--- config.mk ---
export PLATFORM = sky130hd
export DESIGN_NAME = fetch_unit_flat
export DESIGN_NICKNAME = d
export VERILOG_FILES = /design/src/rtl/fetch_unit_if.sv /design/src/rtl/fetch_unit.sv /design/src/flat_wrapper.sv
export SDC_FILE = /design/constraint.sdc
export NUM_CORES = 1
export LEC_CHECK = 0
export ABC_AREA = 1
export BUFFER_PORTS_ARGS = -buffer_cell sky130_fd_sc_hd__buf_2
export CORE_MARGIN = 8
export CORE_UTILIZATION = 45
export DETAILED_ROUTE_END_ITERATION = 12
export PLACE_DENSITY_LB_ADDON = 0.2
export SYNTH_ARGS = -nofsm -noshare
export SYNTH_HDL_FRONTEND = slang
export SYNTH_SLANG_ARGS = --single-unit
--- constraint.sdc ---
create_clock -name clk -period 1.67 [get_ports clk]
set_input_delay 0.0835 -clock clk [delete_from_list [all_inputs] [get_ports clk]]
set_output_delay 0.0835 -clock clk [all_outputs]
set_load 0.01 [all_outputs]
--- src/rtl/fetch_unit_if.sv ---
// Signal bundle between the fetch stage, its instruction memory and the decode stage.
// The slave modport is the fetch unit; the master side drives control and memory data.
interface fetch_unit_if #(
  parameter int DATA_LENGTH = 32,
  parameter int ADDR_WIDTH  = 5
);
  logic                   start;
  logic                   stall;
  logic                   branch_taken;
  logic [ADDR_WIDTH-1:0]  branch_target;
  logic                   halt;
  logic [ADDR_WIDTH-1:0]  imem_address;
  logic [DATA_LENGTH-1:0] imem_data;
  logic [DATA_LENGTH-1:0] instr;
  logic [ADDR_WIDTH-1:0]  instr_pc;
  logic                   instr_valid;
  logic                   halted;

  modport master (
    output start, stall, branch_taken, branch_target, halt, imem_data,
    input  imem_address, instr, instr_pc, instr_valid, halted
  );

  modport slave (
    input  start, stall, branch_taken, branch_target, halt, imem_data,
    output imem_address, instr, instr_pc, instr_valid, halted
  );
endinterface

--- src/rtl/fetch_unit.sv ---
// Instruction fetch stage: PC register, IF/ID pipeline register and IDLE/RUN/HALT control.
// The memory address is taken straight from the PC register, so no input reaches it combinationally.
module fetch_unit #(
  parameter int  DATA_LENGTH = 32,
  parameter int  MEM_LENGTH  = 32,
  localparam int ADDR_WIDTH  = $clog2(MEM_LENGTH)
) (
  input  logic        clk,
  input  logic        rst_n,
  fetch_unit_if.slave bus
);
  localparam int                  PC_EXT_W    = ADDR_WIDTH + 1;
  localparam logic [PC_EXT_W-1:0] MEM_LEN_EXT = PC_EXT_W'(MEM_LENGTH);

  typedef enum logic [1:0] {
    IDLE = 2'd0,
    RUN  = 2'd1,
    HALT = 2'd2
  } state_t;

  state_t                 state_reg;
  logic [ADDR_WIDTH-1:0]  pc_reg;
  logic [ADDR_WIDTH-1:0]  instr_pc_reg;
  logic [DATA_LENGTH-1:0] instr_reg;
  logic                   instr_valid_reg;
  logic                   halted_reg;

  logic [PC_EXT_W-1:0]    pc_inc_ext;
  logic [PC_EXT_W-1:0]    target_ext;
  logic [ADDR_WIDTH-1:0]  pc_seq_next;
  logic [ADDR_WIDTH-1:0]  pc_redirect_next;

  // One extra bit keeps PC+1 exact, so wrap works for non-power-of-2 depths.
  always_comb begin
    pc_inc_ext       = {1'b0, pc_reg} + PC_EXT_W'(1);
    target_ext       = {1'b0, bus.branch_target};
    pc_seq_next      = (pc_inc_ext == MEM_LEN_EXT) ? '0 : pc_inc_ext[ADDR_WIDTH-1:0];
    pc_redirect_next = (target_ext >= MEM_LEN_EXT) ? '0 : bus.branch_target;
  end

  always_ff @(posedge clk) begin
    if (!rst_n) begin
      state_reg       <= IDLE;
      pc_reg          <= '0;
      instr_reg       <= '0;
      instr_pc_reg    <= '0;
      instr_valid_reg <= 1'b0;
      halted_reg      <= 1'b0;
    end else begin
      case (state_reg)
        IDLE: begin
          instr_valid_reg <= 1'b0;
          if (bus.start) begin
            state_reg <= RUN;
          end
        end
        RUN: begin
          if (bus.halt) begin
            state_reg       <= HALT;
            halted_reg      <= 1'b1;
            instr_valid_reg <= 1'b0;
          end else if (bus.branch_taken) begin
            // Redirect flushes the IF/ID slot; the stale instr/instr_pc stay put.
            pc_reg          <= pc_redirect_next;
            instr_valid_reg <= 1'b0;
          end else if (!bus.stall) begin
            instr_reg       <= bus.imem_data;
            instr_pc_reg    <= pc_reg;
            instr_valid_reg <= 1'b1;
            pc_reg          <= pc_seq_next;
          end
        end
        HALT: begin
          instr_valid_reg <= 1'b0;
          halted_reg      <= 1'b1;
        end
        default: begin
          state_reg       <= IDLE;
          instr_valid_reg <= 1'b0;
          halted_reg      <= 1'b0;
        end
      endcase
    end
  end

  assign bus.imem_address = pc_reg;
  assign bus.instr        = instr_reg;
  assign bus.instr_pc     = instr_pc_reg;
  assign bus.instr_valid  = instr_valid_reg;
  assign bus.halted       = halted_reg;
endmodule

--- src/flat_wrapper.sv ---
// flat-port wrapper written by rule: the top's interface ports become plain ports
module fetch_unit_flat 
#(
  parameter int  DATA_LENGTH = 32,
  parameter int  MEM_LENGTH  = 32,
  localparam int ADDR_WIDTH  = $clog2(MEM_LENGTH)
)
  (clk, rst_n, bus_start, bus_stall, bus_branch_taken, bus_branch_target, bus_halt, bus_imem_data, bus_imem_address, bus_instr, bus_instr_pc, bus_instr_valid, bus_halted);
  fetch_unit_if #(.DATA_LENGTH(DATA_LENGTH), .ADDR_WIDTH((5))) bus_i ();
  input  logic clk;
  input  logic rst_n;
  input wire logic [$bits(bus_i.start)-1:0] bus_start;
  input wire logic [$bits(bus_i.stall)-1:0] bus_stall;
  input wire logic [$bits(bus_i.branch_taken)-1:0] bus_branch_taken;
  input wire logic [$bits(bus_i.branch_target)-1:0] bus_branch_target;
  input wire logic [$bits(bus_i.halt)-1:0] bus_halt;
  input wire logic [$bits(bus_i.imem_data)-1:0] bus_imem_data;
  output wire logic [$bits(bus_i.imem_address)-1:0] bus_imem_address;
  output wire logic [$bits(bus_i.instr)-1:0] bus_instr;
  output wire logic [$bits(bus_i.instr_pc)-1:0] bus_instr_pc;
  output wire logic [$bits(bus_i.instr_valid)-1:0] bus_instr_valid;
  output wire logic [$bits(bus_i.halted)-1:0] bus_halted;
  assign bus_i.start = bus_start;
  assign bus_i.stall = bus_stall;
  assign bus_i.branch_taken = bus_branch_taken;
  assign bus_i.branch_target = bus_branch_target;
  assign bus_i.halt = bus_halt;
  assign bus_i.imem_data = bus_imem_data;
  assign bus_imem_address = bus_i.imem_address;
  assign bus_instr = bus_i.instr;
  assign bus_instr_pc = bus_i.instr_pc;
  assign bus_instr_valid = bus_i.instr_valid;
  assign bus_halted = bus_i.halted;
  fetch_unit #(.DATA_LENGTH(DATA_LENGTH), .MEM_LENGTH(MEM_LENGTH)) u_core (.clk(clk), .rst_n(rst_n), .bus(bus_i));
endmodule
# ---- Yosys cells after proc, flatten, opt, wreduce, memory -nomap -nowiden
# Cells that the tools add are included.
dict set report word_totals {
  mem_bits_rw 0
  word_cells 34
  out_inout_bits 44
  reg_bits 46
  rom_bits 0
  in_bits 43
  n_memories 0
  latchBits 0
}
dict set report op_classes {
  addsub 1
  muxes 8
  shifts 0
  n_bitwise 7
  div 0
  eq_ne 6
  multipliers 0
  n_reduce_logical 6
  magnitude_cmp 0
}
# cell count
set op_table {}
lappend op_table {{two-way mux 5 bit} 3}
lappend op_table {{inverter 1 bit} 7}
lappend op_table {{adder 5 x 1 -> 6 bit (second input constant)} 1}
lappend op_table {{== test 6 bit (second input constant)} 1}
lappend op_table {{one-hot mux 2 bit (3 select lines)} 1}
lappend op_table {{AND reduction 3 bit} 2}
lappend op_table {{two-way mux 2 bit} 2}
lappend op_table {{!= test 2 bit (second input constant)} 2}
lappend op_table {{AND reduction 4 bit} 1}
lappend op_table {{OR reduction 4 bit} 1}
lappend op_table {{one-hot mux 1 bit (3 select lines)} 1}
lappend op_table {{== test 2 x 1 -> 1 bit (second input constant)} 1}
lappend op_table {{== test 2 bit (second input constant)} 1}
lappend op_table {{logical NOT 2 bit} 1}
lappend op_table {{!= test 2 x 1 -> 1 bit (second input constant)} 1}
lappend op_table {{AND reduction 2 bit} 1}
lappend op_table {{two-way mux 1 bit} 1}

# ---- Longest topological paths before layout
# Gate-level depths: netlist of the first run.
dict set report logic_depth {
  ltp_word 5
  ltp_mapped 9
  mapped_depth_nobuf 9
}

# ---- Worst setup path before layout of the first run
# No wires, ideal clock.
dict set report synth_path {
  kind {flip-flop to flip-flop}
  from {register u_core.state_reg[1]}
  to {register u_core.instr_reg[10], in the netlist u_core.bus.instr[10]}
  path_stages_with_launch 9
  t_required_ns 1.538
  path_buffers 1
  period_less_slack_ns 1.275
  path_slack_ns 0.395
  arrival_ns 1.143
  setup_ns 0.132
  cell_sequence {dfxtp_1 > inv_1 > ha_1 > inv_1 > nor2_4 > nand2_2 > buf_2 > nand2_1 > a21oi_1}
}
dict set report synth_via {
  elab_chain_cells 2
}
# item line
set synth_rtl {}
lappend synth_rtl {{from (decl)} fetch_unit.sv:21} ;# state_t state_reg;
lappend synth_rtl {{from (signal assigned)} fetch_unit.sv:43} ;# state_reg <= IDLE;
lappend synth_rtl {{from (signal assigned)} fetch_unit.sv:54} ;# state_reg <= RUN;
lappend synth_rtl {{from (signal assigned)} fetch_unit.sv:59} ;# state_reg <= HALT;
lappend synth_rtl {{== test 2 x 1 -> 1 bit} fetch_unit.sv:50} ;# case (state_reg)
lappend synth_rtl {{AND reduction 4 bit (no line)} -}
lappend synth_rtl {{to (signal assigned)} fetch_unit.sv:67} ;# instr_reg <= bus.imem_data;
lappend synth_rtl {{to (decl)} fetch_unit.sv:24} ;# logic [DATA_LENGTH-1:0] instr_reg;
# Every way passes these cells.
# A chain may end at the register's enable or synchronous reset.

# ---- Final worst setup path of the first run
dict set report layout_path {
  from {register u_core.state_reg[1]}
  to {register u_core.instr_reg[21], in the netlist u_core.bus.instr[21]}
}
# Same word-level chain as after synthesis.

==> flow_summary_export.csv, run 1 <==
group,metric,value,unit
timing,period_needed,1.48,ns
timing,holdWs,0.0422,ns
floorplanning,die-area,6690,sq um
floorplanning,rows,24,
floorplanning,start_util,45.7,%
detailed_routing,ant_nets,0,
place,port_buffers,86,
floorplanning,die_w,81.8,um
detailed_routing,wl_met3,404,um
pwr,fin_total_pwr,2.68,mW
flow_run,maxCapViolCount,0,
logic_synthesis,synth.ff_latch_count,46,
cells_and_area,syn_to_final_growth,26.4,%
clocking,cts_tree,"done",
detailed_routing,drc,0,
detailed_routing,drtPass1Iterations,4,
cells_and_area,fin_area,2460,sq um
status,outcome,"complete, no violations",
logic_synthesis,netlist_top_cells_area,"dfxtp_1 (47%), nand2_1 (13%), a21oi_1 (11%)",
floorplanning,dieHeight,81.8,um
cells_and_area,post-route-util,57.7,%
grt,grt_pass1_vias,1814,
clocking,clock_sinks,46,
pwr,power_density,1090,nW/um^2
floorplanning,ios,87,
worst_setup_path,endpoint_kind,"flop",
detailed_routing,top_layer,"met4",
hold_path,min_path_cells,3,
cells_and_area,nets,381,
grt,grt_usage,14.8,%
timing,fin_crit_sh,88.4,%
worst_setup_path,reg2reg_depth,8,
detailed_routing,via_per_inst,4.90,
timing,worst_clock_skew,0.00680,ns
place,dp.cells,378,
clocking,clkTransAtPathRegs,0.09,ns
grt,grt_pass1_wl,7920,um
floorplanning,coreArea,4260,sq um
logic_synthesis,postSynthCellCount,251,
place,hpwlAfterDp,3600,um
logic_synthesis,ys_types,19,
clocking,insertion_delay,0.30,ns
timing,rsz0062_at_grt,"no",
timing,setup_tns,0,ns
logic_synthesis,avgSynthCellArea,7.76,sq um
detailed_routing,route.met2.wl,2240,um
logic_synthesis,yosysTopAreaCell,"dfxtp_1",
logic_synthesis,synth_nets,299,
worst_setup_path,critPathMaxFanout,26,
pwr,cellLeakagePower,1.16,nW
clocking,cts_hold_buffers,0,
cells_and_area,final_cells,386,
timing,finalHoldViolCount,0,
cells_and_area,largest_reg_flops,32,
detailed_routing,wl_per_cell,13.0,um
clocking,cts_root_buf,"clkbuf_8",
hold_path,hp-class,"primary input to flop",
worst_setup_path,crit_arrival,1.64,ns
grt,antenna_found_initial,0,
detailed_routing,drt_iter0_markers,85,
timing,slew_headroom,72.8,%
place,gp_congestion,0.778,
timing,setup_viol,0,
pwr,peakVddDrop,724,uV
detailed_routing,drt_wl_total,5010,um
worst_setup_path,worst_setup_path_start_kind,"flop",
logic_synthesis,synthesis.area,1950,sq um
timing,final_max_slew_viol_count,0,
place,postPlaceCellArea,2350,sq um
clocking,numCtsBuffers,5,
logic_synthesis,ys_seq_area_share,47.3,%
timing,tightest_slew,0.408,ns
clocking,cts.repair.resized,0,
clocking,cts_setup_buffers,0,
clocking,clockBufferDepth,2,
timing,max_freq,677,MHz
logic_synthesis,yosysTopAreaCellShare,47.3,%
worst_setup_path,r2r_slack,0.19,ns
clocking,htree_levels,2,
cells_and_area,drive_above_1_share,30.8,%
logic_synthesis,yosys_warnings,0,
worst_setup_path,crit_type,"flop to flop",
timing,fin_ws,0.193,ns
detailed_routing,vias,1893,
grt,grt_max_degree,41,
detailed_routing,met1_length,2310,um
place,pre_cts_slack,0.205,ns
grt,overflow,0,
cells_and_area,antennaDiodeCount,0,
worst_setup_path,critPathRequiredTime,1.83,ns
==> cells in the mapped netlist <==
master and n:
nand2_1 67, dfxtp_1 46, a21oi_1 43, nand3_1 41
inv_1 11, nor2_1 11, ha_1 5, buf_6 4
clkbuf_1 4, o21ai_0 4, buf_2 3, buf_4 2
buf_8 2, nand4_1 2, nor2_4 2, buf_12 1
inv_2 1, nand2_2 1, nor3_1 1
==> cell families (layout without fill, tap and decap cells) <==
| family | Yosys count | in the layout | synth area share [%] |
|---|---|---|---|
| simple gates | 125 | 125 | 27.9 |
| compound gates | 47 | 47 | 12.1 |
| flops | 46 | 46 | 47.3 |
| buf+inv | 28 | 111 | 9.50 |
| fa+ha+maj | 5 | 5 | 3.21 |
==> critical path, cell delays in order, from the launching register on <==
cell	delay (ns)
dfxtp_1	0.32
inv_1	0.10
ha_1	0.18
inv_1	0.08
nor2_4	0.12
nand2_2	0.19
buf_12	0.23
nand2_1	0.07
a21oi_1	0.06
==> metal layers <==
metal	vias to the layer above	track usage, %
li1	992	-
met5	-	0
met1	841	17.8
met2	53	24.5
met3	7	4.38
met4	0	5.26
==> layout by cell type, fill, tap and decap left out, drive strengths merged, types with 4 or more instances in the layout <==
master and n:
inv 12, ha 5, nand2 68, dfxtp 46, buf 91, nand3 41, o21ai 4, nor2 13
clkbuf 5, a21oi 43
==> final cells by class <==
class | instances | area [sq um]
repair buffers | 91 | 480
well taps | 52 | 65.1
inverters | 12 | 45.0
fillers | 424 | 1800
flip-flops and latches | 46 | 921
multi-input cells | 177 | 842
clock inverters | 3 | 40.0
clock buffers | 5 | 68.8
==> report_power, final <==
part	internal (mW)	leakage [nW]	switching (mW)
sequential	1.18	0.372	0.0534
combinational	0.237	0.730	0.406
clock	0.440	0.0579	0.364
==> final timing paths <==
check | start | to
worst max-delay path | u_core.state_reg[1] | u_core.bus.instr[21]
worst min-delay path | bus_imem_data[10] | u_core.bus.instr[10]
worst max register to register | u_core.state_reg[1] | u_core.bus.instr[21]
worst min register to register | u_core.bus.instr[14] | u_core.bus.instr[14]
(Power assumes the default switching activity.)
==> run 2, diff against run 1 <==
--- a/config.mk
+++ b/config.mk
@@ -7,8 +7,9 @@
 export LEC_CHECK = 0
 export ABC_AREA = 1
 export BUFFER_PORTS_ARGS = -buffer_cell sky130_fd_sc_hd__buf_2
+export CORE_ASPECT_RATIO = 1.1
 export CORE_MARGIN = 8
-export CORE_UTILIZATION = 45
+export CORE_UTILIZATION = 43
 export DETAILED_ROUTE_END_ITERATION = 12
 export PLACE_DENSITY_LB_ADDON = 0.2
 export SYNTH_ARGS = -nofsm -noshare
==> flow_summary_export.csv, run 2 (synthesized netlist as in run 1, its figures left out) <==
group,metric,value,unit
status,outcome,"complete, no violations",
place,hpwlAfterDp,3690,um
worst_setup_path,endpoint_kind,"flop",
clocking,cts_hold_buffers,0,
hold_path,min_from,"bus_imem_data[7]",
timing,worst_clock_skew,0.00389,ns
worst_setup_path,critPathRequiredTime,1.90,ns
timing,rsz0062_at_grt,"no",
worst_setup_path,crit_path_start,"u_core.state_reg[1]",
pwr,switchingPower,0.812,mW
cells_and_area,drive_above_1_share,31.0,%
floorplanning,ios,87,
clocking,clockBufferDepth,2,
worst_setup_path,crit_arrival,1.68,ns
pwr,intPower,1.86,mW
timing,period_needed,1.46,ns
grt,grt_max_degree,37,
clocking,cts.repair.resized,0,
cells_and_area,final_cell_mix,"buf_2 (86), nand2_1 (67), dfxtp_1 (46)",
place,port_buffers,86,
timing,slew_headroom,72.6,%
detailed_routing,ant_nets,0,
floorplanning,coreArea,4320,sq um
pwr,peakVddDrop,841,uV
grt,overflow,0,
cells_and_area,largest_reg_flops,32,
place,pre_cts_slack,0.212,ns
clocking,clkTransAtPathRegs,0.08,ns
worst_setup_path,crit_end,"u_core.bus.instr_pc[0]",
floorplanning,die_w,80.2,um
clocking,cts_setup_buffers,0,
detailed_routing,vias,1873,
timing,setup_viol,0,
floorplanning,dieHeight,86.6,um
clocking,cts_root_buf,"clkbuf_8",
grt,grt_usage,14.1,%
pwr,power_density,1080,nW/um^2
detailed_routing,drc,0,
worst_setup_path,r2r-start,"u_core.state_reg[1]",
grt,antenna_found_initial,0,
timing,max_freq,687,MHz
pwr,comb_power_share,24.0,%
clocking,clock_sinks,46,
clocking,htree_levels,2,
worst_setup_path,reg2reg_depth,8,
pwr,cellLeakagePower,1.16,nW
worst_setup_path,r2r_slack,0.21,ns
pwr,power.share.clock,29.9,%
detailed_routing,drt_iter0_markers,84,
clocking,cts_tree,"done",
clocking,numCtsBuffers,5,
floorplanning,die-area,6940,sq um
timing,finalHoldViolCount,0,
pwr,seqPwrFrac,46.1,%
worst_setup_path,crit_type,"flop to flop",
timing,setup_tns,0,ns
timing,fin_ws,0.214,ns
timing,fin_crit_sh,87.2,%
pwr,switching_share,30.5,%
flow_run,maxCapViolCount,0,
floorplanning,rows,25,
worst_setup_path,critPathMaxFanout,36,
detailed_routing,wl_per_cell,12.7,um
grt,grt_pass1_wl,8010,um
floorplanning,start_util,45.1,%
detailed_routing,drtPass1Iterations,4,
cells_and_area,antennaDiodeCount,0,
detailed_routing,drt_wl_total,4960,um
clocking,insertion_delay,0.29,ns
hold_path,hp-class,"primary input to flop",
cells_and_area,syn_to_final_growth,26.9,%
timing,tightest_slew,0.410,ns
worst_setup_path,timing.rr.end,"u_core.bus.instr_pc[0]",
grt,grt_pass1_vias,1810,
cells_and_area,final_common_cell,"buf_2",
cells_and_area,nets,382,
place,gp_congestion,0.829,
timing,final_max_slew_viol_count,0,
worst_setup_path,worst_setup_path_start_kind,"flop",
detailed_routing,via_per_inst,4.81,
==> run 2: cell types whose count changed in the layout (fill, tap and decap cells not counted), sizes merged <==
cell,change
buf,+1
==> run 2: final cells by class <==
class                           instances  area [sq um]
Timing Repair Buffer                   92           488
Inverter                               12          45.0
Clock inverter                          3          40.0
Sequential cell                        46           921
Clock buffer                            5          68.8
Fill cell                             431          1840
Multi-Input combinational cell        177           842
Tap cell                               54          67.6
==> run 2: metrics by stage <==
| step | util (%) | hold WS (ns) | total power [mW] | cell area, sq um | instances |
|---|---|---|---|---|---|
| 3_5_place_dp | 54.8 | 0.363 | 1.90 | 2360 | 381 |
| 6_report | 57.3 | 0.0480 | 2.67 | 2470 | 389 |
| 2_1_floorplan | - | 0.204 | 1.73 | 1950 | 251 |
| 3_3_place_gp | 54.8 | 0.359 | 1.90 | 2360 | 381 |
| 4_1_cts | 57.3 | 0.0375 | 2.71 | 2470 | 389 |
| 5_1_grt | 57.3 | 0.0442 | 2.85 | 2470 | 389 |
==> run 2: critical path: stages, from the launching register on <==
cell and delay, ns:
dfxtp_1 0.33, inv_1 0.08, ha_1 0.19, inv_1 0.11, nor2_4 0.05, nand2_2 0.06
buf_4 0.32, nand2_1 0.10, a21oi_1 0.13
==> run 2: layer usage <==
layer | track usage, % | wire length, um
met4 | 4.97 | 61
met3 | 5.07 | 442
met5 | 0 | 0
met1 | 16.1 | 2140
met2 | 23.5 | 2310
==> run 2: how the worst min path moves through the flow <==
stage	end	slack, ns	cells past startpoint
after floorplan	u_core.bus.imem_address[4]	0.20	2
after global placement	u_core.bus.instr[5]	0.36	3
after detailed placement	u_core.bus.instr[7]	0.36	3
after CTS	u_core.bus.instr[7]	0.04	3
after global routing	u_core.bus.instr[8]	0.04	3
final	u_core.bus.instr[7]	0.05	3
==> run 2: power by group through the flow <==
| stage | clock, mW | combinational [mW] | sequential, mW |
|---|---|---|---|
| after global placement | 0 | 0.641 | 1.25 |
| after global routing | 0.874 | 0.736 | 1.24 |
| after detailed placement | 0 | 0.646 | 1.26 |
| after CTS | 0.828 | 0.649 | 1.23 |
| final | 0.798 | 0.640 | 1.23 |
| after floorplan | 0 | 0.454 | 1.28 |
